[src/rtl/range_sweep.sv]
// -----------------------------------------------------------------------------
// range_sweep
//   Streams every value in [low, low+delta] in ascending order over a
//   valid/ready interface, one value per accepted transfer. The end value is
//   computed at full width and clamped to the largest representable value,
//   so a sweep near the top of the range stops there instead of wrapping.
//
// Ports
//   clock      system clock, rising edge
//   reset      asynchronous, active-high; returns to IDLE with outputs cleared
//   start      request a sweep (sampled only in IDLE)
//   low        first value of the sweep (captured with start)
//   delta      offset from low to the last value (captured with start)
//   abort      cancel a sweep in progress (RUN only), no done pulse
//   val        current value, meaningful while val_valid=1
//   val_valid  val is offered to the consumer
//   val_ready  consumer accepts val this cycle
//   val_last   marks the final value of the sweep
//   busy       high in RUN and DONE
//   done       one-cycle pulse after the final value has been accepted
// -----------------------------------------------------------------------------
module range_sweep #(
    parameter int WIDTH = 10
) (
    input  logic             clock,
    input  logic             reset,
    input  logic             start,
    input  logic [WIDTH-1:0] low,
    input  logic [WIDTH-1:0] delta,
    input  logic             abort,
    output logic [WIDTH-1:0] val,
    output logic             val_valid,
    input  logic             val_ready,
    output logic             val_last,
    output logic             busy,
    output logic             done
);

    typedef enum logic [1:0] {
        IDLE = 2'd0,
        RUN  = 2'd1,
        DONE = 2'd2
    } state_t;

    state_t           state_reg;
    logic [WIDTH-1:0] val_reg;
    logic [WIDTH-1:0] end_reg;
    logic             valid_reg;
    logic             last_reg;
    logic             busy_reg;
    logic             done_reg;

    // End of sweep: add with a carry bit and saturate on overflow.
    logic [WIDTH:0]   sum_wide;
    logic [WIDTH-1:0] end_next;
    logic [WIDTH-1:0] val_inc;

    assign sum_wide = {1'b0, low} + {1'b0, delta};
    assign end_next = sum_wide[WIDTH] ? {WIDTH{1'b1}} : sum_wide[WIDTH-1:0];
    assign val_inc  = val_reg + WIDTH'(1);

    // val_last is registered alongside val so the consumer sees a stable
    // flag and there is no path from val_ready through the comparator.
    always_ff @(posedge clock or posedge reset) begin
        if (reset) begin
            state_reg <= IDLE;
            val_reg   <= '0;
            end_reg   <= '0;
            valid_reg <= 1'b0;
            last_reg  <= 1'b0;
            busy_reg  <= 1'b0;
            done_reg  <= 1'b0;
        end else begin
            case (state_reg)
                IDLE: begin
                    done_reg <= 1'b0;
                    if (start) begin
                        state_reg <= RUN;
                        val_reg   <= low;
                        end_reg   <= end_next;
                        valid_reg <= 1'b1;
                        last_reg  <= (low == end_next);
                        busy_reg  <= 1'b1;
                    end
                end
                RUN: begin
                    if (abort) begin
                        // Abort beats a same-cycle final transfer: no done.
                        state_reg <= IDLE;
                        valid_reg <= 1'b0;
                        last_reg  <= 1'b0;
                        busy_reg  <= 1'b0;
                    end else if (val_ready) begin
                        if (last_reg) begin
                            state_reg <= DONE;
                            valid_reg <= 1'b0;
                            last_reg  <= 1'b0;
                            done_reg  <= 1'b1;
                        end else begin
                            val_reg  <= val_inc;
                            last_reg <= (val_inc == end_reg);
                        end
                    end
                end
                DONE: begin
                    state_reg <= IDLE;
                    done_reg  <= 1'b0;
                    busy_reg  <= 1'b0;
                end
                default: begin
                    state_reg <= IDLE;
                    valid_reg <= 1'b0;
                    last_reg  <= 1'b0;
                    busy_reg  <= 1'b0;
                    done_reg  <= 1'b0;
                end
            endcase
        end
    end

    assign val       = val_reg;
    assign val_valid = valid_reg;
    assign val_last  = last_reg;
    assign busy      = busy_reg;
    assign done      = done_reg;

endmodule

[config.mk]
export PLATFORM = sky130hd
export DESIGN_NAME = range_sweep
export DESIGN_NICKNAME = d
export VERILOG_FILES = /design/src/rtl/range_sweep.sv
export SDC_FILE = /design/constraint.sdc
export NUM_CORES = 1
export LEC_CHECK = 0
export ABC_AREA = 1
export CORE_AREA = 2 2 110 59
export CTS_CLUSTER_SIZE = 8
export DETAILED_ROUTE_END_ITERATION = 7
export DIE_AREA = 0 0 112 61
export SYNTH_ARGS = -nofsm -noshare
export SYNTH_HDL_FRONTEND = slang
export SYNTH_SLANG_ARGS = --single-unit
[constraint.sdc]
create_clock -name clock -period 4.1 [get_ports clock]
set_input_delay 0.82 -clock clock [delete_from_list [all_inputs] [get_ports clock]]
set_output_delay 0.82 -clock clock [all_outputs]
set_load 0.02 [all_outputs]
==> impl_metrics.tcl <==
set metrics [dict create \
    run_status "completed" \
    finalSetupViolations 0 \
    fin_crit_sh_pct 79.0 \
    track_usage_pct 19.5 \
    end_kind "register" \
    crit_slowest_cell "clkdlybuf4s50_1" \
    peakVddDrop_uv 354 \
    grt_pass1_wl_um 10400 \
    critical_path.cell_chain "clkdlybuf4s50_1 -> ha_1 -> nand2_2 -> inv_1 -> a21oi_4 -> nand2_2 -> nor2_2 -> nand2_1 -> nand2_1 -> nand2_1 -> nor2_1 -> nand2_1 -> nor2_1 -> nand3_1 -> a21oi_2" \
    cts_hold_buf 0 \
    totalWireLength_um 6340 \
    max_clock_freq_mhz 309 \
    crit_path_max_incr_delay_ns 0.51 \
    slew_viol_final 0 \
    firstDrtPassIters 5 \
    root_buffer "clkbuf_16" \
    dieArea_sq_um 6830 \
    cp.required_ns 4.30 \
    drc 0 \
    worstSetupPathType "in -> reg" \
    instances_no_fill 465 \
    port_buffers 38 \
    ys_seq_area_share_pct 28.4 \
    synthFlopType "dfrtp_1" \
    antenna_found_initial 0 \
    nets 426 \
    cpMostUsedCell "nand2_1" \
    drtAntennaViolNets 0 \
    avgSynthCellArea_sq_um 6.52 \
    area_growth_pct 24.2 \
    power.total_uw 1890 \
    synth_area_sq_um 2290 \
    cts_max_level 1 \
    synth_mux_area_share_pct 0 \
    hold_viol 0 \
    die_w_um 112 \
    cts_sinks 26 \
    die-height_um 61 \
    start_util_pct 39.1 \
    ys.warnings.count 0 \
    layout-drive-gt1-share_pct 6.19 \
    grt_pass1_vias 2040 \
    via_per_inst 5.02 \
    place_ws_ns 0.635 \
    grt_start_max_net_pins 27 \
    arrival_ns 3.43 \
    ctsLongestPathBuffers 2 \
    post_drt_wl_per_cell_um 13.6 \
    fp-row-count 20 \
    period_needed_ns 3.24 \
    synth_cell_types 33 \
    synth-xor-area-share_pct 4.59 \
    synth_top_family_by_area "simple AND/OR/NAND/NOR gates" \
    dp_cells 461 \
    cts_tree "yes" \
    cp-start-kind "primary input" \
    clk_pin_slew_worst_paths_ns 0.07 \
    fill_cells 620 \
    hpwl_um 5090 \
    drtIter0Drc 183 \
    cts_setup_buffers 0 \
    ios 39 \
    cts_buffers 3 \
    power_density_nw_per_um2 664 \
    hold_class "reg -> reg" \
    slew_headroom_pct 28.5 \
    synth_fa_ha_area_share_pct 6.89 \
    synth_simple_gate_area_share_pct 37.0 \
    clock_skew_ns 0.00415 \
    leakagePower_uw 0.00146 \
    final_common_cell "nand2_1" \
    tns_ns 0 \
    grt_overflow 0 \
    core-area_sq_um 5860 \
    clkLatencyLatePin_ns 0.26 \
    antennaDiodeCount 0 \
    synth_edf_count 0 \
    ctsResizeCount 0 \
    fin_ws_ns 0.863 \
    synth_seq_cells 26 \
    num_vias 2333 \
    gp_congestion 0.865 \
    cp_max_fo 12 \
    layout_common_cells "nand2_1, inv_1, clkdlybuf4s50_1, nor2_1" \
    synthArstFlopShare_pct 100 \
    worstMarginPinSlew_ns 1.07 \
    drv_cap 0 \
    rsz0062_at_grt "false" \
    synth_nets 388 \
    synthCells 351 \
    synth_compound_area_share_pct 13.0 \
]
-- synthesized netlist by cell type, types with 5 or more instances --
cell | n | area (sq um)
inv_1 | 51 | 191
nand2_1 | 110 | 413
xor2_1 | 8 | 70.1
o211ai_1 | 5 | 37.5
o21ai_0 | 23 | 115
a21oi_1 | 7 | 35.0
ha_1 | 11 | 138
nand4_1 | 5 | 31.3
dfrtp_1 | 26 | 651
nand3_1 | 26 | 130
nor2_1 | 34 | 128
nor2_2 | 6 | 37.5
-- routing by layer --
metal,part of all wire [%],up-vias,global-route usage [%]
li1,-,1200,-
met1,56,1059,32.1
met2,35,72,26.8
met3,8.5,2,3.80
met4,0.11,0,1.05
met5,0,-,0
-- final timing paths --
path / start / to / slack (ns) / cells past startpoint
hold reg to reg: busy / busy / 0.49 / 2
hold / removal: busy / busy / 0.49 / 2
setup reg to reg: state_reg[0] / val_last / 1.78 / 12
max in group asynchronous: reset / val[5] / 2.33 / 2
setup / recovery: low[8] / val_last / 0.86 / 15
min in group asynchronous: reset / val[8] / 1.13 / 2
-- cell families (layout without fill, tap and decap cells) --
kind of cell,after synthesis,count (layout)
and+or+nand+nor,195,195
adders and majority gates,12,12
xor gates and xnor gates,12,12
AOI/OAI and AO/OA,48,48
buffers and inverters,58,95
DFF,26,26
-- power breakdown --
group / total [uW] / leakage, uW / switching [uW] / internal [uW]
sequential: 512 / 0.000307 / 125 / 387
clock: 291 / 0.0000511 / 96.0 / 194
combinational: 1090 / 0.00110 / 656 / 430
total: 1890 / 0.00146 / 878 / 1010
-- worst max-delay path, delay by kind of cell --
kind,cells,cell delay (ns)
AND/OR/NAND/NOR,10,1.29
buffers and inverters,2,0.58
adder cells (fa/ha/maj),1,0.40
AO/OA/AOI/OAI,2,0.34
-- final cells by class --
class / instances / area [sq um] / share of cell area (%)
multi-input cells: 267 / 1410 / 49.5
clock inverters: 1 / 30.0 / 1.06
well taps: 77 / 96.3 / 3.39
clock buffers: 3 / 75.1 / 2.64
flip-flops and latches: 26 / 651 / 22.9
inverters: 52 / 195 / 6.87
repair buffers: 39 / 388 / 13.6
-- through the flow --
stage	util (%)	cell area, sq um	hold WS [ns]
global route	48.5	2840	0.514
finish	48.5	2840	0.493
detailed placement	46.8	2740	0.480
floorplan	-	2290	0.462
global placement	46.8	2740	0.478
CTS	48.5	2840	0.498
No activity file was read; power rests on OpenSTA's default activity.
